[src/rtl/exe_retire.sv]
// exe_retire: retire stage behind the ALU. Buffers execute results in a small
// in-order FIFO, drives the register-file write port and issues a registered
// one-cycle PC redirect when a taken branch retires, then discards the
// SQUASH_DEPTH wrong-path instructions that follow it.
// Optional build macro RETIRE_PERF_CNT_EN enables the retired/taken counters;
// when it is undefined both counter ports are tied to zero.
module exe_retire #(
  parameter int FIFO_DEPTH   = 2,
  parameter int IMEM_ADDR_W  = 10,
  parameter int SQUASH_DEPTH = 2
) (
  input  logic                   clk,
  input  logic                   n_reset,
  input  logic                   exe_valid_i,
  output logic                   exe_ready_o,
  input  logic [31:0]            exe_result_i,
  input  logic                   exe_jump_now_i,
  input  logic                   exe_is_branch_i,
  input  logic                   exe_wen_i,
  input  logic [4:0]             exe_rd_i,
  input  logic [IMEM_ADDR_W-1:0] exe_target_i,
  input  logic                   wb_ready_i,
  output logic                   rf_wen_o,
  output logic [4:0]             rf_waddr_o,
  output logic [31:0]            rf_wdata_o,
  output logic                   redirect_valid_o,
  output logic [IMEM_ADDR_W-1:0] redirect_pc_o,
  output logic                   squashing_o,
  output logic [31:0]            retired_cnt_o,
  output logic [31:0]            taken_cnt_o
);

  localparam int PW = (FIFO_DEPTH > 1) ? $clog2(FIFO_DEPTH) : 1;
  localparam int CW = PW + 1;
  localparam logic [CW-1:0] FULL_CNT = CW'(FIFO_DEPTH);
  localparam logic [2:0]    SQ_LOAD  = 3'(SQUASH_DEPTH);

  typedef enum logic {RUN, SQUASH} state_t;

  // FIFO storage (data only; never reset, qualified by count)
  logic [31:0]            result_mem [FIFO_DEPTH];
  logic                   jump_mem   [FIFO_DEPTH];
  logic                   isbr_mem   [FIFO_DEPTH];
  logic                   wen_mem    [FIFO_DEPTH];
  logic [4:0]             rd_mem     [FIFO_DEPTH];
  logic [IMEM_ADDR_W-1:0] target_mem [FIFO_DEPTH];

  logic [PW-1:0] wr_ptr, rd_ptr;
  logic [CW-1:0] count;
  logic [2:0]    sq_cnt, sq_cnt_nxt;
  state_t        state, state_nxt;

  logic push, pop, taken_pop, head_valid, head_taken, head_wen;

  assign exe_ready_o = (count != FULL_CNT) && n_reset;
  assign push        = exe_valid_i && exe_ready_o;
  assign head_valid  = (count != '0);
  assign head_wen    = wen_mem[rd_ptr];
  assign head_taken  = isbr_mem[rd_ptr] && jump_mem[rd_ptr];
  assign squashing_o = (state == SQUASH);

  // write port: only the RUN state commits, and only when the RF can take it
  assign rf_wen_o   = (state == RUN) && head_valid && head_wen && wb_ready_i;
  assign rf_waddr_o = rf_wen_o ? rd_mem[rd_ptr]     : 5'd0;
  assign rf_wdata_o = rf_wen_o ? result_mem[rd_ptr] : 32'd0;

  // capture the incoming execute result at the tail
  always_ff @(posedge clk) begin
    if (push) begin
      result_mem[wr_ptr] <= exe_result_i;
      jump_mem[wr_ptr]   <= exe_jump_now_i;
      isbr_mem[wr_ptr]   <= exe_is_branch_i;
      wen_mem[wr_ptr]    <= exe_wen_i;
      rd_mem[wr_ptr]     <= exe_rd_i;
      target_mem[wr_ptr] <= exe_target_i;
    end
  end

  // FIFO pointers and occupancy
  always_ff @(posedge clk or negedge n_reset) begin
    if (!n_reset) begin
      wr_ptr <= '0;
      rd_ptr <= '0;
      count  <= '0;
    end else begin
      if (push) wr_ptr <= wr_ptr + PW'(1);
      if (pop)  rd_ptr <= rd_ptr + PW'(1);
      case ({push, pop})
        2'b10:   count <= count + CW'(1);
        2'b01:   count <= count - CW'(1);
        default: count <= count;
      endcase
    end
  end

  // next-state, pop decision and squash bookkeeping
  always_comb begin
    state_nxt  = state;
    sq_cnt_nxt = sq_cnt;
    pop        = 1'b0;
    taken_pop  = 1'b0;
    case (state)
      RUN: begin
        if (head_valid) begin
          pop = !head_wen || wb_ready_i;
          if (pop && head_taken) begin
            taken_pop  = 1'b1;
            sq_cnt_nxt = SQ_LOAD;
            if (SQ_LOAD != 3'd0) state_nxt = SQUASH;
          end
        end
      end
      SQUASH: begin
        if (head_valid) begin
          pop        = 1'b1;
          sq_cnt_nxt = sq_cnt - 3'd1;
          if (sq_cnt <= 3'd1) state_nxt = RUN;
        end
      end
      default: state_nxt = RUN;
    endcase
  end

  // FSM state, squash counter and registered redirect
  always_ff @(posedge clk or negedge n_reset) begin
    if (!n_reset) begin
      state            <= RUN;
      sq_cnt           <= 3'd0;
      redirect_valid_o <= 1'b0;
      redirect_pc_o    <= '0;
    end else begin
      state            <= state_nxt;
      sq_cnt           <= sq_cnt_nxt;
      redirect_valid_o <= taken_pop;
      if (taken_pop) redirect_pc_o <= target_mem[rd_ptr];
    end
  end

`ifdef RETIRE_PERF_CNT_EN
  logic [31:0] retired_cnt, taken_cnt;

  // count architecturally retired instructions and taken branches
  always_ff @(posedge clk or negedge n_reset) begin
    if (!n_reset) begin
      retired_cnt <= 32'd0;
      taken_cnt   <= 32'd0;
    end else begin
      if (pop && (state == RUN)) retired_cnt <= retired_cnt + 32'd1;
      if (taken_pop)             taken_cnt   <= taken_cnt + 32'd1;
    end
  end

  assign retired_cnt_o = retired_cnt;
  assign taken_cnt_o   = taken_cnt;
`else
  assign retired_cnt_o = 32'd0;
  assign taken_cnt_o   = 32'd0;
`endif

endmodule

[config.mk]
export PLATFORM = sky130hd
export DESIGN_NAME = exe_retire
export DESIGN_NICKNAME = d
export VERILOG_FILES = /design/src/rtl/exe_retire.sv
export SDC_FILE = /design/constraint.sdc
export NUM_CORES = 1
export LEC_CHECK = 0
export ABC_CLOCK_PERIOD_IN_PS = 8100
export BUFFER_PORTS_ARGS = -buffer_cell sky130_fd_sc_hd__buf_2
export CORE_ASPECT_RATIO = 0.6
export CORE_MARGIN = 10
export CORE_UTILIZATION = 45
export DETAILED_ROUTE_END_ITERATION = 8
export GPL_ROUTABILITY_DRIVEN = 0
export PLACE_DENSITY = 0.7
export SYNTH_ARGS = -nofsm -noshare
export SYNTH_HDL_FRONTEND = slang
export SYNTH_SLANG_ARGS = --single-unit
[constraint.sdc]
create_clock -name clk -period 8.1 [get_ports clk]
set_input_delay 1.62 -clock clk [delete_from_list [all_inputs] [get_ports clk]]
set_output_delay 1.62 -clock clk [all_outputs]
set_load 0.005 [all_outputs]
==> results of run 1 <==
==> synth_stat cells <==
cell type,count,area [um2]
dfrtp_1,19,475
conb_1,1,3.75
nand2_1,14,52.6
and3b_1,1,8.76
a21oi_1,5,25.0
nor2_1,43,161
nand3_1,1,5.00
o221ai_2,1,15.0
mux2i_1,48,480
a21boi_0,1,7.51
ha_1,3,37.5
o21ai_1,1,5.00
xnor2_1,3,26.3
o21ai_0,11,55.1
buf_2,5,25.0
xor2_1,1,8.76
buf_6,5,56.3
inv_1,8,30.0
o22a_1,1,8.76
o22ai_1,3,18.8
buf_4,66,495
o21ba_2,1,10.0
edfxtp_1,100,3000
mux2_4,1,15.0
and3_1,2,12.5
nor3_1,1,5.00
==> worst max-delay path: cells and delay by family <==
kind | cells | cell delay, ps
buffers and inverters | 2 | 300
AND/OR/NAND/NOR | 2 | 1000
==> state kept, by name (all words and copies together), names as in the netlist, 2 cells and up <==
| signal | flops |
|---|---|
| count | 2 |
| jump_mem | 2 |
| redirect_pc_o | 10 |
| result_mem | 64 |
| rd_mem | 10 |
| target_mem | 20 |
| isbr_mem | 2 |
| sq_cnt | 3 |
| wen_mem | 2 |
==> layer usage <==
metal | wire (um) | part of all wire (%) | GRT usage [%]
met2 | 4670 | 45 | 19.9
met3 | 1040 | 10 | 6.59
met1 | 4640 | 45 | 15.1
met4 | 42 | 0.40 | 5.20
met5 | 0 | 0 | 0
==> metrics by stage <==
step           setup WS (ps)  total power [W]  util [%]  hold WS [ps]
3_5_place_dp            3460          0.00132      50.6           466
2_1_floorplan           3450          0.00120         -           460
4_1_cts                 3420          0.00211      56.4           479
5_1_grt                 3300          0.00220      56.4           514
3_3_place_gp            3590          0.00131      50.6           460
6_report                3550          0.00208      56.5           476
==> area by class of cell <==
type	count	area, um2	share of cell area (%)
clock buffers	19	443	7.30
multi-input cells	206	1210	20.0
repair buffers	107	543	8.95
well taps	139	174	2.87
flip-flops and latches	119	3480	57.4
inverters	8	30.0	0.495
diodes	2	5.00	0.0825
clock inverters	13	179	2.95
==> final timing paths <==
check                                               endpoint  depth (start not counted)
worst max-delay path                          rf_wdata_o[30]                          4
worst min-delay path            redirect_pc_o[4]$_DFFE_PN0P_                          2
worst max register to register         squashing_o$_DFF_PN0_                          4
worst min register to register  redirect_pc_o[4]$_DFFE_PN0P_                          2
max in group asynchronous                 rd_ptr$_DFFE_PN0P_                          1
min in group asynchronous       redirect_pc_o[8]$_DFFE_PN0P_                          1
==> report_power, final <==
part,switching (W),internal [W]
clock,0.000257,0.000521
combinational,0.000278,0.000199
sequential,0.0000448,0.000783
total,0.000580,0.00150
==> cell families after synthesis <==
kind of cell             share of synthesized area, %
buffers and inverters                            12.0
AO/OA/AOI/OAI                                    2.88
AND/OR/NAND/NOR                                  4.86
flip-flops                                       68.9
XOR/XNOR                                        0.694
adder cells (fa/ha/maj)                         0.744
other                                          0.0743
multiplexers                                     9.82
==> qor.txt, run 1 <==
Status -> completed
Max Cap Viol -> 0
Tmin final -> 4550 ps
Most common cell after layout, fill and taps aside -> buf_2
Vias in the first global route -> 3,017
Period utilization -> 56.2%
Final setup violating endpoints -> 0
CP endpoint kind -> output pin
R2R Path Start -> rd_ptr$_DFFE_PN0P_
Setup bufs post-CTS -> 0
Gr usage total -> 12.9%
Syn Area/Cell -> 14.6 um2
Wire length per cell -> 16.9 um
Global-route wire length before repair -> 15,900 um
PD cells -> 343 mW/mm2
Worst-case clock buffer depth -> 2
Setup crit start kind -> primary input
Peak supply drop -> 0.194 mV
Die W -> 157 um
Reg-to-reg setup timing slack -> 5590 ps
Worst setup path class -> in -> out
# DRC -> 0
Pre-antenna DRT Iters -> 4
DR vias -> 2,767
Grt total ovfl -> 0
TritonCTS clock tree -> built
Chip height -> 102 um
CP most frequent cell -> buf_2
Vias per cell -> 4.51
Initial drt markers -> 160
Crit-path max FO -> 38
Most frequent cells in the layout -> buf_2, edfxtp_1, conb_1, mux2i_1, nor2_1
Dpl cells -> 579
Slowest stage cell on the critical path -> nand3_2
Sequential area share after synthesis -> 68.9%
Data required time at the worst endpoint -> 6480 ps
Later-pin clock latency in the skew report -> 390 ps
Placed instance area -> 0.00544 mm2
I/O pins -> 169
Leakage Power -> 2.66 nW
Reg clk slew, reported paths -> 50 ps
Final hold vios -> 0
Clk_skew -> 9.12 ps
Root buf cell -> clkbuf_16
Share of cells above drive strength 1 -> 30.5%
Clock Sinks -> 119
Largest net degree at the start of global routing -> 53
RSZ-0062 raised after global routing -> no
Synthesized flop and latch total -> 119
IO buf count -> 104
ANT nets after route -> 0
Mapped Cells -> 346
Slew Viols, Final -> 0
Count of hold-fix buffers inserted at cts -> 0
Worst-margin pin slew -> 1010 ps
Initial antenna violation count -> 2
Post-Route Setup TNS -> 0 ps
Slowest stage delay, CP -> 640 ps
CTS buffer count -> 17
Max transition margin -> 32.7%
Initial Utilization -> 47.0%
Fill count -> 880
Count of different cell masters after synthesis -> 26
Finished Layout Cells -> 613
Fin area -> 0.00607 mm2
Critical path data arrival time -> 2930 ps
H-tree levels -> 4
Area Overhead vs Synth -> 20.2%
Post-CTS sizing -> 0
Critical path launch point -> wb_ready_i
Die Area -> 0.0160 mm2
Synth warn -> 0
Area of the mapped netlist -> 0.00505 mm2
DRT Wirelength -> 10,400 um
HP Start -> redirect_pc_o[4]$_DFFE_PN0P_
Row cnt -> 29
HP Class -> reg -> reg
Peak Freq -> 0.220 GHz
Critical path, cell by cell -> buf_2, nand3_2, nor2_1, buf_2
Fin nets -> 516
DP Wirelength -> 7140 um
Core Box Area -> 0.0107 mm2
No activity file was read; power rests on OpenSTA's default activity.
==> run 2: changes to the inputs <==
--- a/config.mk
+++ b/config.mk
@@ -5,14 +5,14 @@
 export SDC_FILE = /design/constraint.sdc
 export NUM_CORES = 1
 export LEC_CHECK = 0
-export ABC_CLOCK_PERIOD_IN_PS = 8100
+export ABC_CLOCK_PERIOD_IN_PS = 3900
 export BUFFER_PORTS_ARGS = -buffer_cell sky130_fd_sc_hd__buf_2
 export CORE_ASPECT_RATIO = 0.6
 export CORE_MARGIN = 10
 export CORE_UTILIZATION = 45
 export DETAILED_ROUTE_END_ITERATION = 8
 export GPL_ROUTABILITY_DRIVEN = 0
-export PLACE_DENSITY = 0.7
+export PLACE_DENSITY = 0.72
 export SYNTH_ARGS = -nofsm -noshare
 export SYNTH_HDL_FRONTEND = slang
 export SYNTH_SLANG_ARGS = --single-unit
==> constraint.sdc (replaced) <==
create_clock -name clk -period 3.9 [get_ports clk]
set_input_delay 0.78 -clock clk [delete_from_list [all_inputs] [get_ports clk]]
set_output_delay 0.78 -clock clk [all_outputs]
set_load 0.005 [all_outputs]
==> qor.txt, run 2 (synthesis results as in run 1) <==
CTS buffer count -> 17 (unchanged)
Fin nets -> 516 (unchanged)
Final setup violating endpoints -> 0 (unchanged)
Die Area -> 0.0160 mm2 (unchanged)
Finished Layout Cells -> 612 (was 613)
Period utilization -> 80.1%
Net Sw Frac -> 28.6% (was 27.8%)
IO buf count -> 104 (unchanged)
R2R Path Start -> rd_ptr$_DFFE_PN0P_ (unchanged)
Clock share of power -> 32.8% (was 37.4%)
Final WS setup -> 776 ps (was 3550 ps)
NetSw -> 0.00116 W (was 0.000580 W)
CP endpoint kind -> output pin (unchanged)
Number of flip-flops in the largest register -> 64 (unchanged)
Vias per cell -> 4.50 (was 4.51)
Data required time at the worst endpoint -> 3120 ps (was 6480 ps)
Worst-case clock buffer depth -> 2 (unchanged)
Critical path launch point -> squashing_o$_DFF_PN0_ (was wb_ready_i)
I/O pins -> 169 (unchanged)
Fill count -> 901 (was 880)
Total power draw -> 0.00406 W (was 0.00208 W)
Setup crit start kind -> flip-flop (was primary input)
PD cells -> 680 mW/mm2 (was 343 mW/mm2)
Worst R2R Path Depth -> 4 (unchanged)
Combinational Power Share -> 24.7% (was 22.9%)
Die W -> 157 um (unchanged)
HP Class -> in -> async (was reg -> reg)
Wire length per cell -> 17.3 um (was 16.9 um)
Core Util, Final -> 55.5% (was 56.5%)
Peak supply drop -> 0.363 mV (was 0.194 mV)
DR vias -> 2,752 (was 2,767)
Reg with most FFs -> result_mem (unchanged)
Pre-antenna DRT Iters -> 4 (unchanged)
Reg clk slew, reported paths -> 50 ps (about the same)
Worst setup path end -> rf_wdata_o[19] (was rf_wdata_o[30])
Max transition margin -> 39.5% (was 32.7%)
Max Cap Viol -> 0 (unchanged)
WP depth -> 4 (unchanged)
Post-Route Setup TNS -> 0 ps (unchanged)
Slew Viols, Final -> 0 (unchanged)
Largest delay share family, worst path -> simple AND/OR/NAND/NOR gates (unchanged)
FF-to-FF End -> redirect_pc_o[7]$_DFFE_PN0P_ (was squashing_o$_DFF_PN0_)
Int Pwr -> 0.00289 W (was 0.00150 W)
Clock Sinks -> 119 (unchanged)
Largest net degree at the start of global routing -> 52 (was 53)
Dpl cells -> 579 (unchanged)
Global-route wire length before repair -> 15,600 um (was 15,900 um)
Grt total ovfl -> 0 (unchanged)
Slowest stage delay, CP -> 680 ps (was 640 ps)
Dpl ws -> 920 ps (was 3460 ps)
Largest regs -> result_mem: 64 flops, target_mem: 20 flops (unchanged)
Most frequent cells in the layout -> buf_2, edfxtp_1, conb_1, mux2i_1, nor2_1 (unchanged)
Area Overhead vs Synth -> 18.1% (was 20.2%)
Chip height -> 102 um (unchanged)
Initial drt markers -> 116 (was 160)
DP Wirelength -> 7420 um (was 7140 um)
Gr usage total -> 12.9% (about the same)
Row cnt -> 29 (unchanged)
Vias in the first global route -> 2,880 (was 3,017)
Worst setup path class -> reg -> out (was in -> out)
Worst-margin pin slew -> 908 ps (was 1010 ps)
Leakage Power -> 2.61 nW (was 2.66 nW)
RSZ-0062 raised after global routing -> no (unchanged)
Crit-path max FO -> 38 (unchanged)
Most common cell after layout, fill and taps aside -> buf_2 (unchanged)
Count of hold-fix buffers inserted at cts -> 0 (unchanged)
Critical path data arrival time -> 2340 ps (was 2930 ps)
Peak Freq -> 0.320 GHz
WP buf/inv -> 1 (was 2)
# DRC -> 0 (unchanged)
Critical path, cell by cell -> o21ba_2, nand3_2, nor2_1, buf_2 (was buf_2, nand3_2, nor2_1, buf_2)
Initial Utilization -> 47.0% (unchanged)
Initial antenna violation count -> 4 (was 2)
Status -> completed (unchanged)
Root buf cell -> clkbuf_16 (unchanged)
Slowest stage cell on the critical path -> nand3_2 (unchanged)
Post-CTS sizing -> 0 (unchanged)
Clk_skew -> 5.63 ps (was 9.12 ps)
DRT Wirelength -> 10,600 um (was 10,400 um)
Core Box Area -> 0.0107 mm2 (unchanged)
Reg-to-reg setup timing slack -> 1430 ps (was 5590 ps)
ANT nets after route -> 0 (unchanged)
Tmin final -> 3120 ps
TritonCTS clock tree -> built (unchanged)
Final hold vios -> 0 (unchanged)
Later-pin clock latency in the skew report -> 400 ps (was 390 ps)
Share of cells above drive strength 1 -> 28.5% (was 30.5%)
H-tree levels -> 4 (unchanged)
Sequential share of power -> 42.5% (was 39.8%)
Setup bufs post-CTS -> 0 (unchanged)
[run 2: per-stage QoR]
step                cell area [um2]  hold slack (ps)
global route                   5960              348
finish                         5960              325
detailed placement             5450              477
global placement               5450              464
CTS                            5950              320
floorplan                      5280              460
[run 2: power groups by stage]
| stage | combinational (W) | sequential [W] | clock [W] |
|---|---|---|---|
| after floorplan | 0.000750 | 0.00173 | 0 |
| after global placement | 0.000987 | 0.00174 | 0 |
| after detailed placement | 0.00101 | 0.00175 | 0 |
| after CTS | 0.00101 | 0.00173 | 0.00136 |
| after global routing | 0.00111 | 0.00175 | 0.00142 |
| final | 0.00100 | 0.00173 | 0.00133 |
[run 2: metal layers]
| metal | share of wire, % | global-route usage, % | vias to the layer above |
|---|---|---|---|
| li1 | - | - | 1330 |
| met1 | 45 | 15.3 | 1283 |
| met2 | 43 | 18.9 | 124 |
| met3 | 11 | 7.09 | 13 |
| met4 | 0.89 | 5.85 | 2 |
| met5 | 0.066 | 0 | - |
[run 2: layout make-up]
type	instances	area (um2)	area share, %
Sequential cell	119	3480	58.4
Multi-Input combinational cell	206	1210	20.3
Timing Repair Buffer	107	556	9.32
Clock buffer	22	444	7.45
Tap cell	139	174	2.92
Clock inverter	8	58.8	0.986
Inverter	8	30.0	0.504
Antenna cell	3	7.51	0.126
[run 2: worst min-delay path by stage]
stage                            startpoint  slack, ps                      endpoint
6_report                            n_reset        320            rd_ptr$_DFFE_PN0P_
3_3_place_gp   redirect_pc_o[7]$_DFFE_PN0P_        460  redirect_pc_o[7]$_DFFE_PN0P_
4_1_cts                             n_reset        320            rd_ptr$_DFFE_PN0P_
5_1_grt                             n_reset        350            rd_ptr$_DFFE_PN0P_
3_5_place_dp   redirect_pc_o[2]$_DFFE_PN0P_        480  redirect_pc_o[2]$_DFFE_PN0P_
2_1_floorplan         sq_cnt[1]$_DFFE_PN0P_        460         sq_cnt[1]$_DFFE_PN0P_
[run 2: worst reg2reg max path, delay by kind of cell, from the launching register on]
family          cells  cell delay (ps)
simple gates        1              300
compound gates      2              940
flops               1              370
buf+inv             1              690
==> run 3: changes to the inputs <==
--- a/config.mk
+++ b/config.mk
@@ -5,7 +5,7 @@
 export SDC_FILE = /design/constraint.sdc
 export NUM_CORES = 1
 export LEC_CHECK = 0
-export ABC_CLOCK_PERIOD_IN_PS = 3900
+export ABC_CLOCK_PERIOD_IN_PS = 2800
 export BUFFER_PORTS_ARGS = -buffer_cell sky130_fd_sc_hd__buf_2
 export CORE_ASPECT_RATIO = 0.6
 export CORE_MARGIN = 10
==> constraint.sdc (replaced) <==
create_clock -name clk -period 2.8 [get_ports clk]
set_input_delay 0.56 -clock clk [delete_from_list [all_inputs] [get_ports clk]]
set_output_delay 0.56 -clock clk [all_outputs]
set_load 0.005 [all_outputs]
==> qor.txt, run 3 (synthesis results as in run 1) <==
Max Cap Viol -> 0 (unchanged)
Diodes inserted -> 0 (was 3)
Tmin final -> 2520 ps
Count of hold-fix buffers inserted at cts -> 0 (unchanged)
Vias in the first global route -> 2,962 (was 2,880)
Critical path data arrival time -> 1960 ps (was 2340 ps)
Clock Sinks -> 119 (unchanged)
Initial antenna violation count -> 0 (was 4)
Net Sw Frac -> 28.2% (was 28.6%)
Final WS setup -> 278 ps (was 776 ps)
Core Util, Final -> 57.0% (was 55.5%)
Wire length per cell -> 17.4 um (was 17.3 um)
Worst setup path class -> reg -> out (unchanged)
Core Box Area -> 0.0107 mm2 (unchanged)
Die Area -> 0.0160 mm2 (unchanged)
# DRC -> 0 (unchanged)
R2R Path Start -> rd_ptr$_DFFE_PN0P_ (unchanged)
Global-route wire length before repair -> 16,100 um (was 15,600 um)
ANT nets after route -> 0 (unchanged)
Share of cells above drive strength 1 -> 30.9% (was 28.5%)
Largest net degree at the start of global routing -> 52 (unchanged)
I/O pins -> 169 (unchanged)
IO buf count -> 104 (unchanged)
DR vias -> 2,826 (was 2,752)
WP depth -> 5 (was 4)
Post-Route Setup TNS -> 0 ps (unchanged)
TritonCTS clock tree -> built (unchanged)
Reg-to-reg setup timing slack -> 800 ps (was 1430 ps)
NetSw -> 0.00171 W (was 0.00116 W)
Period utilization -> 90.1%
Area Overhead vs Synth -> 21.2% (was 18.1%)
Multi-input gate area -> 0.00121 mm2 (unchanged)
Grt total ovfl -> 0 (unchanged)
Register area -> 0.00348 mm2 (unchanged)
Worst-margin pin slew -> 567 ps (was 908 ps)
Final setup violating endpoints -> 0 (unchanged)
Number of flip-flops in the largest register -> 64 (unchanged)
Row cnt -> 29 (unchanged)
Peak supply drop -> 0.468 mV (was 0.363 mV)
Root buf cell -> clkbuf_16 (unchanged)
CP endpoint kind -> output pin (unchanged)
Clock share of power -> 36.7% (was 32.8%)
Largest regs -> result_mem: 64 flops, target_mem: 20 flops (unchanged)
Dpl ws -> 500 ps (was 920 ps)
Slew Viols, Final -> 0 (unchanged)
Leakage Power -> 2.68 nW (was 2.61 nW)
DP Wirelength -> 7440 um (was 7420 um)
Fill count -> 885 (was 901)
Initial Utilization -> 47.0% (unchanged)
Initial drt markers -> 113 (was 116)
DRT Wirelength -> 10,700 um (was 10,600 um)
Chip height -> 102 um (unchanged)
Status -> completed (unchanged)
HP Class -> in -> async (unchanged)
Most frequent cells in the layout -> buf_2, edfxtp_1, conb_1, mux2i_1, nor2_1 (unchanged)
Slowest stage delay, CP -> 430 ps (was 680 ps)
Fin nets -> 520 (was 516)
Critical path, cell by cell -> o21ba_2, nand3_2, buf_4, nor2_1, buf_2 (was o21ba_2, nand3_2, nor2_1, buf_2)
Reg clk slew, reported paths -> 50 ps (about the same)
Most common cell after layout, fill and taps aside -> buf_2 (unchanged)
Die W -> 157 um (unchanged)
Worst R2R Path Depth -> 5 (was 4)
PD cells -> 990 mW/mm2 (was 680 mW/mm2)
RSZ-0062 raised after global routing -> no (unchanged)
Peak Freq -> 0.396 GHz
Setup crit start kind -> flip-flop (unchanged)
Data required time at the worst endpoint -> 2240 ps (was 3120 ps)
H-tree levels -> 4 (unchanged)
Crit-path max FO -> 17 (was 38)
Later-pin clock latency in the skew report -> 400 ps (about the same)
Int Pwr -> 0.00435 W (was 0.00289 W)
Reg with most FFs -> result_mem (unchanged)
WP buf/inv -> 2 (was 1)
Pre-antenna DRT Iters -> 4 (unchanged)
Combinational Power Share -> 23.6% (was 24.7%)
Slowest stage cell on the critical path -> dfrtp_1 (was nand3_2)
Vias per cell -> 4.60 (was 4.50)
Worst-case clock buffer depth -> 2 (unchanged)
Largest delay share family, worst path -> flip-flops (was simple AND/OR/NAND/NOR gates)
FF-to-FF End -> squashing_o$_DFF_PN0_ (was redirect_pc_o[7]$_DFFE_PN0P_)
Gr usage total -> 13.2% (was 12.9%)
Max transition margin -> 62.2% (was 39.5%)
WHS -> 133 ps (was 325 ps)
Final hold vios -> 0 (unchanged)
Clk_skew -> 4.99 ps (was 5.63 ps)
Sequential share of power -> 39.7% (was 42.5%)
Total power draw -> 0.00606 W (was 0.00406 W)
CTS buffer count -> 17 (unchanged)
[run 3: cell count changes in the layout (fill, tap and decap cells not counted), moves of 2 or more]
cell / delta
clkinv_1: -3
buf_12: +2
bufinv_16: +3
clkbuf_1: -4
clkinv_4: +2
diode_2: -3
clkinvlp_4: +3
buf_4: +2
[run 3: power groups by stage]
stage	Combinational (W)	Clock (W)	Sequential [W]
2_1_floorplan	0.00105	0	0.00241
3_3_place_gp	0.00140	0	0.00242
3_5_place_dp	0.00144	0	0.00244
4_1_cts	0.00145	0.00227	0.00241
5_1_grt	0.00158	0.00234	0.00244
6_report	0.00143	0.00222	0.00240
[run 3: worst max-delay path by stage]
stage                     startpoint               endpoint  slack, ps
2_1_floorplan                n_reset  isbr_mem[0]$_DFFE_PP_         40
3_3_place_gp              wb_ready_i         rf_wdata_o[28]        580
3_5_place_dp   squashing_o$_DFF_PN0_         rf_wdata_o[15]        500
4_1_cts        squashing_o$_DFF_PN0_         rf_wdata_o[15]         50
5_1_grt        squashing_o$_DFF_PN0_         rf_wdata_o[15]        140
6_report       squashing_o$_DFF_PN0_         rf_wdata_o[15]        280
[run 3: metrics by stage]
step	cells	instance area [um2]
2_1_floorplan	409	5290
3_3_place_gp	583	5500
3_5_place_dp	583	5500
4_1_cts	615	6110
5_1_grt	615	6120
6_report	615	6120
[run 3: cell type report]
class                      count  share of cell area, %
sequential                   119                   56.9
tap                          139                   2.84
inverter                       8                  0.491
clock buffer                  18                   7.01
clock inverter                14                   2.99
timing repair buffer         111                   9.98
multi-input combinational    206                   19.8
[run 3: routing by layer]
metal	global-route usage (%)	share of wire [%]	vias to the layer above
met3	6.50	11	12
met4	6.06	1.3	0
li1	-	-	1336
met2	21.2	47	128
met5	0	0	-
met1	14.6	41	1350
[run 3: what timing repair did]
action,in CTS,in global routing
resized for setup,0,1
setup buffers,0,0
setup endpoints to repair,0,13
hold endpoints to repair,0,0
